<file path="config.mk">
export PLATFORM = sky130hd
export DESIGN_NAME = hdma_xfer_flat
export DESIGN_NICKNAME = d
export VERILOG_FILES = /design/src/rtl/hdma_xfer_if.sv /design/src/rtl/hdma_xfer.sv /design/src/flat_wrapper.sv
export SDC_FILE = /design/constraint.sdc
export NUM_CORES = 1
export LEC_CHECK = 0
export ABC_AREA = 1
export ABC_CLOCK_PERIOD_IN_PS = 2100
export BUFFER_PORTS_ARGS = -buffer_cell sky130_fd_sc_hd__buf_4
export CAP_MARGIN = 15
export CORE_UTILIZATION = 48
export CTS_BUF_LIST = sky130_fd_sc_hd__clkbuf_8
export DETAILED_ROUTE_END_ITERATION = 6
export PLACE_DENSITY = 0.77
export RECOVER_POWER = 25
export SYNTH_ARGS = -nofsm -noshare
export SYNTH_HDL_FRONTEND = slang
export SYNTH_SLANG_ARGS = --single-unit
</file>
<file path="constraint.sdc">
create_clock -name clk -period 2.1 [get_ports clk]
set_input_delay 0.21 -clock clk [delete_from_list [all_inputs] [get_ports clk]]
set_output_delay 0.21 -clock clk [all_outputs]
set_load 0.02 [all_outputs]
</file>
<file path="src/rtl/hdma_xfer_if.sv">
// HDMA byte-mover bus bundle: sequencer inputs, CPU bus read side, VRAM write port.
// slave modport is the mover itself; master is whoever drives it.
interface hdma_xfer_if #(
    parameter int VRAM_AW = 13
);
    logic               hdma_rd;
    logic [15:0]        hdma_source_addr;
    logic [15:0]        hdma_target_addr;
    logic               vram_bank;
    logic [7:0]         bus_din;
    logic [15:0]        bus_addr;
    logic               bus_rd;
    logic [VRAM_AW:0]   vram_addr;
    logic               vram_we;
    logic [7:0]         vram_dout;
    logic               cpu_stall;
    logic [11:0]        byte_cnt;

    modport slave (
        input  hdma_rd,
        input  hdma_source_addr,
        input  hdma_target_addr,
        input  vram_bank,
        input  bus_din,
        output bus_addr,
        output bus_rd,
        output vram_addr,
        output vram_we,
        output vram_dout,
        output cpu_stall,
        output byte_cnt
    );

    modport master (
        output hdma_rd,
        output hdma_source_addr,
        output hdma_target_addr,
        output vram_bank,
        output bus_din,
        input  bus_addr,
        input  bus_rd,
        input  vram_addr,
        input  vram_we,
        input  vram_dout,
        input  cpu_stall,
        input  byte_cnt
    );
endinterface

</file>
<file path="src/rtl/hdma_xfer.sv">
// GBC HDMA/GDMA byte mover: reads source bytes on the CPU bus, writes them to VRAM.
// Optional HDMA_XFER_SRC_GUARD_EN: VRAM/echo-high sources read back as 0xFF, no bus read.
module hdma_xfer #(
    parameter int VRAM_AW    = 13,
    parameter int STALL_TAIL = 1
) (
    input  logic         clk,
    input  logic         reset,
    hdma_xfer_if.slave   bus
);
    typedef enum logic {
        PH_ADDR = 1'b0,
        PH_DATA = 1'b1
    } phase_t;

    phase_t             r_phase;
    phase_t             w_phase_nxt;
    logic               w_issue;
    logic               w_cap;
    logic               r_rd_q;
    logic               w_rise;
    logic [15:0]        r_bus_addr;
    logic [VRAM_AW:0]   r_tgt;
    logic [VRAM_AW:0]   r_tgt_q;
    logic [7:0]         r_buf;
    logic               r_pend;
    logic [1:0]         r_tail;
    logic [11:0]        r_byte_cnt;
    logic               w_blk;
    logic [7:0]         w_rd_data;
    logic               w_unused;

    assign w_unused = &{1'b0, bus.hdma_target_addr[15:VRAM_AW]};

    always_ff @(posedge clk) begin
        if (reset) begin
            r_phase <= PH_ADDR;
        end else begin
            r_phase <= w_phase_nxt;
        end
    end

    // Phase only advances while the sequencer holds hdma_rd.
    always_comb begin
        w_phase_nxt = PH_ADDR;
        w_issue     = 1'b0;
        w_cap       = 1'b0;
        if (bus.hdma_rd) begin
            unique case (r_phase)
                PH_ADDR: begin
                    w_phase_nxt = PH_DATA;
                    w_issue     = 1'b1;
                end
                PH_DATA: begin
                    w_phase_nxt = PH_ADDR;
                    w_cap       = 1'b1;
                end
                default: begin
                    w_phase_nxt = PH_ADDR;
                end
            endcase
        end
    end

`ifdef HDMA_XFER_SRC_GUARD_EN
    logic r_blk;

    assign w_blk = (bus.hdma_source_addr[15:13] == 3'b100) ||
                   (bus.hdma_source_addr[15:13] == 3'b111);

    always_ff @(posedge clk) begin
        if (reset) begin
            r_blk <= 1'b0;
        end else if (w_issue) begin
            r_blk <= w_blk;
        end
    end

    assign w_rd_data = r_blk ? 8'hFF : bus.bus_din;
`else
    assign w_blk     = 1'b0;
    assign w_rd_data = bus.bus_din;
`endif

    assign w_rise = bus.hdma_rd & ~r_rd_q;

    always_ff @(posedge clk) begin
        if (reset) begin
            r_rd_q     <= 1'b0;
            r_bus_addr <= '0;
            r_tgt      <= '0;
            r_tgt_q    <= '0;
            r_buf      <= '0;
            r_pend     <= 1'b0;
        end else begin
            r_rd_q <= bus.hdma_rd;
            if (w_issue) begin
                r_bus_addr <= bus.hdma_source_addr;
                r_tgt      <= {bus.vram_bank,
                               bus.hdma_target_addr[VRAM_AW-1:0]};
            end
            // tgt_q is separate so the next byte's latch cannot clobber it.
            if (w_cap) begin
                r_tgt_q <= r_tgt;
                r_buf   <= w_rd_data;
            end
            r_pend <= w_cap;
        end
    end

    always_ff @(posedge clk) begin
        if (reset) begin
            r_byte_cnt <= '0;
        end else if (w_rise) begin
            r_byte_cnt <= '0;
        end else if (r_pend) begin
            r_byte_cnt <= r_byte_cnt + 12'd1;
        end
    end

    // Tail keeps the CPU off the bus a few clocks past the final write.
    always_ff @(posedge clk) begin
        if (reset) begin
            r_tail <= '0;
        end else if (r_pend && !bus.hdma_rd) begin
            r_tail <= 2'(STALL_TAIL);
        end else if (r_tail != 2'd0) begin
            r_tail <= r_tail - 2'd1;
        end
    end

    assign bus.bus_rd    = w_issue & ~w_blk & ~reset;
    assign bus.bus_addr  = (w_issue && !reset) ? bus.hdma_source_addr
                                               : r_bus_addr;
    assign bus.vram_we   = r_pend & ~reset;
    assign bus.vram_addr = r_tgt_q;
    assign bus.vram_dout = r_buf;
    assign bus.cpu_stall = (bus.hdma_rd | r_pend | (r_tail != 2'd0)) & ~reset;
    assign bus.byte_cnt  = r_byte_cnt;
endmodule

</file>
<file path="src/flat_wrapper.sv">
// flat-port wrapper written by rule: the top's interface ports become plain ports
module hdma_xfer_flat 
#(
    parameter int VRAM_AW    = 13,
    parameter int STALL_TAIL = 1
)
  (clk, reset, bus_hdma_rd, bus_hdma_source_addr, bus_hdma_target_addr, bus_vram_bank, bus_bus_din, bus_bus_addr, bus_bus_rd, bus_vram_addr, bus_vram_we, bus_vram_dout, bus_cpu_stall, bus_byte_cnt);
  hdma_xfer_if #(.VRAM_AW(VRAM_AW)) bus_i ();
  input  logic clk;
  input  logic reset;
  input wire logic [$bits(bus_i.hdma_rd)-1:0] bus_hdma_rd;
  input wire logic [$bits(bus_i.hdma_source_addr)-1:0] bus_hdma_source_addr;
  input wire logic [$bits(bus_i.hdma_target_addr)-1:0] bus_hdma_target_addr;
  input wire logic [$bits(bus_i.vram_bank)-1:0] bus_vram_bank;
  input wire logic [$bits(bus_i.bus_din)-1:0] bus_bus_din;
  output wire logic [$bits(bus_i.bus_addr)-1:0] bus_bus_addr;
  output wire logic [$bits(bus_i.bus_rd)-1:0] bus_bus_rd;
  output wire logic [$bits(bus_i.vram_addr)-1:0] bus_vram_addr;
  output wire logic [$bits(bus_i.vram_we)-1:0] bus_vram_we;
  output wire logic [$bits(bus_i.vram_dout)-1:0] bus_vram_dout;
  output wire logic [$bits(bus_i.cpu_stall)-1:0] bus_cpu_stall;
  output wire logic [$bits(bus_i.byte_cnt)-1:0] bus_byte_cnt;
  assign bus_i.hdma_rd = bus_hdma_rd;
  assign bus_i.hdma_source_addr = bus_hdma_source_addr;
  assign bus_i.hdma_target_addr = bus_hdma_target_addr;
  assign bus_i.vram_bank = bus_vram_bank;
  assign bus_i.bus_din = bus_bus_din;
  assign bus_bus_addr = bus_i.bus_addr;
  assign bus_bus_rd = bus_i.bus_rd;
  assign bus_vram_addr = bus_i.vram_addr;
  assign bus_vram_we = bus_i.vram_we;
  assign bus_vram_dout = bus_i.vram_dout;
  assign bus_cpu_stall = bus_i.cpu_stall;
  assign bus_byte_cnt = bus_i.byte_cnt;
  hdma_xfer #(.VRAM_AW(VRAM_AW), .STALL_TAIL(STALL_TAIL)) u_core (.clk(clk), .reset(reset), .bus(bus_i));
endmodule
</file>
==> flow_summary.json, run 1 <==
{
  "htreeDepth": 3,
  "irDropWorstVdd_v": 0.000384,
  "timing.fmax_mhz": 519,
  "synth.distinct_cells": 25,
  "gp_congestion": 0.747,
  "critPathKind": "reg2out",
  "grt_pass1_wl_um": 10200,
  "post-cts-setup-buffers": 0,
  "hold_violations": 0,
  "seq_area_frac_synth": 0.494,
  "fin_skew_ns": 0.00693,
  "layout_commonest_cell": "buf_4",
  "synth_top_family_by_area": "simple AND/OR/NAND/NOR gates",
  "pin_count": 97,
  "final_cell_mix": "buf_4, dfxtp_1, nand2_1",
  "clk_path_buf_depth": 2,
  "cts_tree": "built",
  "rows": 27,
  "clock_latency_ns": 0.33,
  "synth-simple-area-share": 0.235,
  "power_frac_seq": 0.491,
  "routed_wl_um": 5990,
  "power_frac_clock": 0.353,
  "power_density_nw_per_um2": 799,
  "core_um2": 5570,
  "instances_no_fill": 534,
  "slew_violations": 0,
  "worstPathArrival_ns": 1.72,
  "area_growth_syn_to_layout_pct": 29.6,
  "die_y_um": 78.3,
  "maxSlewHeadroom": 0.591,
  "synth_compound_gate_area_share": 0.161,
  "combPwrFrac": 0.156,
  "io_buffer_count": 93,
  "grt_antenna_before_repair": 0,
  "fin_crit_sh": 0.917,
  "num_antenna_cells": 0,
  "status": "complete, no violations",
  "synth_area_um2": 2800,
  "max_stage_delay_ns": 0.33,
  "synth_fp_nets": 411,
  "critPathMaxFanout": 48,
  "cp_num_buf_inv": 4,
  "synth_warnings": 0,
  "fin_nets": 503,
  "synth-adder-area-share": 0.00895,
  "worstPathCellList": "nor2_4, inv_2, nor2_8, inv_2, buf_12, o21ai_0, buf_4",
  "placed_cell_area_um2": 3520,
  "drtIter0Drc": 82,
  "cts-root-buf": "clkbuf_8",
  "routed_via_density": 4.86,
  "gr-total-overflow": 0,
  "worst_path_most_repeated_cell": "inv_2",
  "grt_pass1_vias": 2359,
  "end_kind": "primary output",
  "cts_hold_repair.buffers": 0,
  "cts_sinks": 69,
  "cp.required_ns": 1.89,
  "power.internal_mw": 2.11,
  "final_antenna_net_count": 0,
  "switching_share": 0.270,
  "avgSynthCellArea_um2": 7.66,
  "drive_gt1_frac": 0.238,
  "worst_pin_slew_ns": 0.614,
  "synth-xor-area-share": 0.00313,
  "cp_top_family": "buffers and inverters",
  "die_w_um": 78.3,
  "die_area_um2": 6130,
  "vias": 2596,
  "period_needed_ns": 1.93,
  "synthesis.instances": 365,
  "design_area_um2": 3620,
  "path_clk_slew_ns": 0.07,
  "synthMuxAreaShare": 0,
  "synth_seq_cells": 69,
  "wire_per_inst_um": 11.2,
  "track_usage": 0.211,
  "hp-class": "in2reg",
  "worst_setup_path_start_kind": "register",
  "cap_viol_max_count": 0,
  "drc_errors": 0,
  "cts_resized": 0,
  "start_util": 0.501,
  "power.switching_mw": 0.781,
  "dp.cells": 518,
  "first_pass_iters": 4,
  "slowest_stage": "dfxtp_1",
  "grt_setup_unrepaired": "false",
  "setup_tns_ns": 0,
  "grt_max_degree": 49,
  "hpwl_um": 4160,
  "cts_made_buffers": 9,
  "p_leak_nw": 1.63,
  "finalSetupViolCount": 0
}
[sequential cells by signal (all words and copies together), names as in the netlist]
signal and count:
u_core.bus.byte_cnt 12, u_core.r_tgt 14, u_core.bus.vram_addr 14, u_core.r_tail 2, u_core.r_pend 1, u_core.r_rd_q 1
u_core.r_phase 1, u_core.bus.vram_dout 8, u_core.r_bus_addr 16
[power groups by stage]
stage | Clock (mW) | Combinational (mW) | Sequential (mW)
6_report | 1.02 | 0.451 | 1.42
5_1_grt | 1.11 | 0.506 | 1.43
4_1_cts | 1.05 | 0.473 | 1.42
3_5_place_dp | 0 | 0.471 | 1.45
3_3_place_gp | 0 | 0.455 | 1.45
2_1_floorplan | 0 | 0.268 | 1.47
[per-layer routing]
metal	vias up	share of wire	track usage	wire, µm
li1	1356	-	-	-
met3	9	0.058	0.0512	346
met1	1161	0.45	0.252	2710
met5	-	0	0	0
met2	70	0.47	0.351	2840
met4	0	0.015	0.109	89
[cells in the mapped netlist]
| library cell | n | share of area |
|---|---|---|
| a31oi_1 | 1 | 0.0022 |
| and3_1 | 1 | 0.0022 |
| buf_2 | 4 | 0.0072 |
| buf_1 | 1 | 0.0013 |
| nor2_1 | 51 | 0.068 |
| inv_1 | 37 | 0.050 |
| buf_6 | 5 | 0.020 |
| nand4_1 | 1 | 0.0022 |
| nor2_4 | 1 | 0.0040 |
| dfxtp_1 | 69 | 0.49 |
| o21ai_0 | 48 | 0.086 |
| o21ai_1 | 3 | 0.0054 |
| a21oi_1 | 15 | 0.027 |
| o21ai_2 | 13 | 0.041 |
| ha_1 | 2 | 0.0090 |
| nor2_2 | 1 | 0.0022 |
| nor2_8 | 1 | 0.0072 |
| clkbuf_1 | 6 | 0.0081 |
| nand3_1 | 32 | 0.057 |
| nor3_1 | 1 | 0.0018 |
| inv_2 | 4 | 0.0054 |
| buf_4 | 2 | 0.0054 |
| nor3b_1 | 2 | 0.0054 |
| nand2_1 | 63 | 0.085 |
| xnor2_1 | 1 | 0.0031 |
[metrics by stage]
step	utilization	hold WS (ns)	worst slack [ns]	power, mW
after CTS	0.666	0.0508	0.171	2.94
after global placement	0.632	0.398	0.583	1.90
after detailed placement	0.632	0.401	0.527	1.92
after global routing	0.650	0.0596	0.0861	3.04
after floorplan	-	0.282	0.572	1.74
final	0.650	0.0646	0.173	2.89
[worst reg2reg max path: stages, from the launching register on]
cell,delay (ns)
dfxtp_1,0.37
nand2_1,0.09
inv_1,0.46
buf_4,0.27
nor2_1,0.05
nor2_1,0.09
[path summary, 6_finish.rpt]
| kind | startpoint | depth (start not counted) | slack, ns | endpoint |
|---|---|---|---|---|
| setup / recovery | u_core.r_phase | 7 | 0.17 | bus_bus_addr[2] |
| setup reg to reg | u_core.r_phase | 5 | 0.71 | u_core.bus.vram_dout[4] |
| hold / removal | bus_hdma_target_addr[2] | 3 | 0.06 | u_core.r_tgt[2] |
| hold reg to reg | u_core.r_tgt[11] | 2 | 0.45 | u_core.bus.vram_addr[11] |
[cell families (layout without fill, tap and decap cells)]
group | count (synthesis) | in the layout
buffers and inverters | 59 | 156
adder cells (fa/ha/maj) | 2 | 2
AND/OR/NAND/NOR | 154 | 154
flip-flops | 69 | 69
XOR/XNOR | 1 | 1
AO/OA/AOI/OAI | 80 | 80
[layout make-up]
type                       instances  area, µm²
multi-input combinational        237       1140
tap                               72       90.1
clock buffer                       9        124
clock inverter                     7       66.3
inverter                          41        154
timing repair buffer              99        666
sequential                        69       1380
fill                             495       1950
No activity file was read; power rests on OpenSTA's default activity.
==> run 2, diff against run 1 <==
--- a/config.mk
+++ b/config.mk
@@ -9,10 +9,10 @@
 export ABC_CLOCK_PERIOD_IN_PS = 2100
 export BUFFER_PORTS_ARGS = -buffer_cell sky130_fd_sc_hd__buf_4
 export CAP_MARGIN = 15
-export CORE_UTILIZATION = 48
+export CORE_UTILIZATION = 46
 export CTS_BUF_LIST = sky130_fd_sc_hd__clkbuf_8
 export DETAILED_ROUTE_END_ITERATION = 6
-export PLACE_DENSITY = 0.77
+export PLACE_DENSITY = 0.74
 export RECOVER_POWER = 25
 export SYNTH_ARGS = -nofsm -noshare
 export SYNTH_HDL_FRONTEND = slang
==> flow_summary.json, run 2 (synthesized netlist as in run 1, its figures left out) <==
{
  "regMostFlops": "u_core.r_bus_addr",
  "setup_tns_ns": 0,
  "cts_tree": "built",
  "hpwl_um": 4080,
  "die_y_um": 80.0,
  "grt_max_degree": 49,
  "min_from": "bus_hdma_target_addr[4]",
  "status": "complete, no violations",
  "worst_path_most_repeated_cell": "inv_2",
  "irDropWorstVdd_v": 0.000473,
  "drtIter0Drc": 120,
  "clk_path_buf_depth": 2,
  "pin_count": 97,
  "num_antenna_cells": 0,
  "placed_cell_area_um2": 3520,
  "drive_gt1_frac": 0.238,
  "wire_per_inst_um": 11.1,
  "cts_made_buffers": 9,
  "drc_errors": 0,
  "layout_commonest_cell": "buf_4",
  "routed_via_density": 4.79,
  "gr-total-overflow": 0,
  "cp-startpoint": "u_core.r_phase",
  "die_w_um": 80.0,
  "fillers": 566,
  "clock_latency_ns": 0.34,
  "dp.cells": 520,
  "max_stage_delay_ns": 0.33,
  "rr_startpoint": "u_core.r_phase",
  "period_needed_ns": 1.80,
  "grt_antenna_before_repair": 0,
  "p_leak_nw": 1.65,
  "largest_reg_flops": 16,
  "power_density_nw_per_um2": 830,
  "gp_congestion": 0.754,
  "worst_setup_path_start_kind": "register",
  "cp.required_ns": 1.89,
  "holdWs_ns": 0.0556,
  "grt_pass1_vias": 2279,
  "timing.fmax_mhz": 556,
  "cap_viol_max_count": 0,
  "cts_hold_repair.buffers": 0,
  "vias": 2571,
  "worstPathArrival_ns": 1.59,
  "area_growth_syn_to_layout_pct": 31.0,
  "final_antenna_net_count": 0,
  "worst_pin_slew_ns": 0.482,
  "core_um2": 5890,
  "die_area_um2": 6390,
  "rows": 28,
  "critPathMaxFanout": 48,
  "grt_pass1_wl_um": 9840,
  "first_pass_iters": 4,
  "routed_wl_um": 5960,
  "end_kind": "primary output",
  "start_util": 0.475,
  "fin_nets": 504,
  "finalSetupViolCount": 0,
  "htreeDepth": 3,
  "slowest_stage": "dfxtp_1",
  "cts_sinks": 69,
  "grt_setup_unrepaired": "false",
  "maxSlewHeadroom": 0.678,
  "slew_violations": 0,
  "fin_crit_sh": 0.857,
  "design_area_um2": 3660,
  "cts-root-buf": "clkbuf_8",
  "fin_skew_ns": 0.00671,
  "track_usage": 0.200,
  "hold_violations": 0,
  "critPathKind": "reg2out",
  "final_cell_mix": "buf_4, dfxtp_1, nand2_1",
  "fin_util": 0.622,
  "io_buffer_count": 93,
  "instances_no_fill": 537,
  "hp-class": "in2reg",
  "path_clk_slew_ns": 0.07,
  "worstPathCellList": "nor2_4, inv_2, nor2_8, inv_2, buf_12, o21ai_0, buf_4"
}
## run 2: critical path: cells and delay by family, from the launching register on
kind | cells | cell delay [ns]
buffers and inverters | 4 | 0.47
and+or+nand+nor | 2 | 0.24
DFF | 1 | 0.33
AOI/OAI and AO/OA | 1 | 0.21
## run 2: stage by stage
step                power, mW  setup slack (ns)
CTS                      3.08             0.164
global placement         1.90             0.521
detailed placement       1.92             0.514
global route             3.19             0.146
floorplan                1.74             0.572
finish                   3.04             0.300
## run 2: timing repair
| action | CTS | global route |
|---|---|---|
| setup endpoints to repair | 0 | 1 |
| setup buffers | 0 | 2 |
| resized for setup | 0 | 0 |
## run 2: final cells by class
cell class,count,area [µm²],area share
inverters,41,154,0.0420
repair buffers,100,677,0.185
clock buffers,10,138,0.0376
multi-input cells,237,1140,0.312
well taps,75,93.8,0.0256
clock inverters,5,76.3,0.0208
flip-flops and latches,69,1380,0.377
## run 2: routing by layer
layer | part of all wire | track usage | up-vias
met5 | 0 | 0 | -
met4 | 0.020 | 0.0982 | 0
met3 | 0.054 | 0.0651 | 9
met2 | 0.47 | 0.333 | 62
met1 | 0.46 | 0.230 | 1149
li1 | - | - | 1351
## run 2: final timing paths
path,cells past startpoint,to,slack (ns)
setup / recovery,7,bus_bus_addr[3],0.30
hold / removal,3,u_core.r_tgt[4],0.06
setup reg to reg,5,u_core.bus.vram_addr[9],0.66
hold reg to reg,2,u_core.bus.vram_addr[10],0.45
## run 2: where the power goes
part	leakage [nW]	internal (mW)	switching, mW	total (mW)
Combinational	0.981	0.189	0.261	0.451
Sequential	0.564	1.38	0.0367	1.42
Clock	0.110	0.688	0.479	1.17
==> run 3, diff against run 2 <==
--- a/config.mk
+++ b/config.mk
@@ -9,10 +9,10 @@
 export ABC_CLOCK_PERIOD_IN_PS = 2100
 export BUFFER_PORTS_ARGS = -buffer_cell sky130_fd_sc_hd__buf_4
 export CAP_MARGIN = 15
-export CORE_UTILIZATION = 46
+export CORE_UTILIZATION = 45
 export CTS_BUF_LIST = sky130_fd_sc_hd__clkbuf_8
 export DETAILED_ROUTE_END_ITERATION = 6
-export PLACE_DENSITY = 0.74
+export PLACE_DENSITY = 0.73
 export RECOVER_POWER = 25
 export SYNTH_ARGS = -nofsm -noshare
 export SYNTH_HDL_FRONTEND = slang
==> flow_summary.json, run 3 (synthesized netlist as in run 1, its figures left out) <==
{
  "status": "complete, no violations",
  "cts_made_buffers": 9,
  "drtIter0Drc": 108,
  "p_leak_nw": 1.65,
  "vias": 2576,
  "cap_viol_max_count": 0,
  "slew_violations": 0,
  "worstPathArrival_ns": 1.69,
  "num_antenna_cells": 0,
  "regMostFlops": "u_core.r_bus_addr",
  "r2r-end": "u_core.bus.vram_dout[4]",
  "worst_setup_path_start_kind": "register",
  "slowest_stage": "dfxtp_1",
  "core_um2": 5960,
  "io_buffer_count": 93,
  "dp.cells": 521,
  "instances_no_fill": 538,
  "area_growth_syn_to_layout_pct": 31.2,
  "cts_tree": "built",
  "crit_path_end": "bus_bus_addr[0]",
  "rr_startpoint": "u_core.r_phase",
  "die_y_um": 80.8,
  "final_cell_mix": "buf_4, dfxtp_1, nand2_1",
  "gp_congestion": 0.749,
  "cp.required_ns": 1.89,
  "setup_tns_ns": 0,
  "grt_pass1_wl_um": 9870,
  "cp-startpoint": "u_core.r_phase",
  "grt_max_degree": 37,
  "power_density_nw_per_um2": 835,
  "maxSlewHeadroom": 0.558,
  "fin_ws_ns": 0.196,
  "critPathMaxFanout": 36,
  "end_kind": "primary output",
  "final_antenna_net_count": 0,
  "drc_errors": 0,
  "cts_resized": 0,
  "rows": 28,
  "hpwl_um": 4090,
  "dp_slack_ns": 0.386,
  "finalSetupViolCount": 0,
  "clk_path_buf_depth": 2,
  "reg2reg_slack_ns": 0.71,
  "fin_crit_sh": 0.907,
  "critPathKind": "reg2out",
  "cts_sinks": 69,
  "routed_wl_um": 5950,
  "layout_commonest_cell": "buf_4",
  "track_usage": 0.198,
  "max_stage_delay_ns": 0.37,
  "die_w_um": 80.8,
  "period_needed_ns": 1.90,
  "cts-root-buf": "clkbuf_8",
  "fin_util": 0.616,
  "path_clk_slew_ns": 0.07,
  "wire_per_inst_um": 11.1,
  "clock_latency_ns": 0.34,
  "routed_via_density": 4.79,
  "die_area_um2": 6530,
  "fin_skew_ns": 0.00866,
  "irDropWorstVdd_v": 0.000491,
  "worst_path_most_repeated_cell": "inv_2",
  "largest_reg_flops": 16,
  "worst_pin_slew_ns": 0.662,
  "pin_count": 97,
  "fin_nets": 504,
  "grt_antenna_before_repair": 0,
  "hold_violations": 0,
  "worstPathCellList": "nor2_4, inv_2, nor2_8, inv_2, buf_12, nand2_1, o21ai_0, buf_4",
  "hp-class": "in2reg",
  "start_util": 0.469,
  "timing.fmax_mhz": 525,
  "htreeDepth": 3,
  "drive_gt1_frac": 0.240,
  "grt_pass1_vias": 2324,
  "gr-total-overflow": 0,
  "grt_setup_unrepaired": "false",
  "rr_worst_depth": 5,
  "first_pass_iters": 4
}
run 3: cell count changes in the layout (fill, tap and decap cells not counted), sizes merged:
cell | previous run | this run
clkbuf | 33 | 34
buf | 77 | 76
clkinv | 1 | 3
inv | 42 | 41
run 3: how the worst min path moves through the flow:
stage / to / start / cells after the start / slack (ns)
2_1_floorplan: u_core.r_pend / reset / 1 / 0.28
3_3_place_gp: u_core.r_tgt[2] / bus_hdma_target_addr[2] / 3 / 0.40
3_5_place_dp: u_core.r_tgt[3] / bus_hdma_target_addr[3] / 3 / 0.40
4_1_cts: u_core.r_tgt[0] / bus_hdma_target_addr[0] / 3 / 0.05
5_1_grt: u_core.r_tgt[0] / bus_hdma_target_addr[0] / 3 / 0.04
6_report: u_core.r_tgt[6] / bus_hdma_target_addr[6] / 3 / 0.06
run 3: final cells by class:
type	count	area, µm²
Clock inverter	6	86.3
Tap cell	75	93.8
Fill cell	570	2290
Inverter	41	154
Clock buffer	10	138
Sequential cell	69	1380
Timing Repair Buffer	100	673
Multi-Input combinational cell	237	1140
run 3: layer usage:
layer / up-vias / global-route usage / wire, µm / part of all wire
li1: 1354 / - / - / -
met1: 1154 / 0.218 / 2720 / 0.46
met2: 59 / 0.350 / 2830 / 0.48
met3: 9 / 0.0483 / 292 / 0.049
met4: 0 / 0.102 / 104 / 0.017
met5: - / 0 / 0 / 0
run 3: power by group:
part           internal [mW]  switching, mW  total, mW
Clock                  0.699          0.496       1.19
Combinational          0.189          0.260      0.449
Sequential              1.38         0.0361       1.42
run 3: worst max-delay path: cells and delay by family, from the launching register on:
kind,cells,cell delay [ns]
flip-flops,1,0.37
AND/OR/NAND/NOR,3,0.17
buffers and inverters,4,0.72
AO/OA/AOI/OAI,1,0.10
run 3: what timing repair did:
| item | in CTS | in global routing |
|---|---|---|
| hold buffers | 0 | 0 |
| setup endpoints to repair | 0 | 6 |
| setup buffers | 0 | 1 |
run 3: stage by stage:
step / hold WS [ns] / total power [mW] / area, µm²
after floorplan: 0.282 / 1.74 / 2800
after global placement: 0.402 / 1.90 / 3530
after detailed placement: 0.401 / 1.92 / 3530
after CTS: 0.0452 / 3.11 / 3750
after global routing: 0.0434 / 3.22 / 3670
final: 0.0601 / 3.06 / 3670
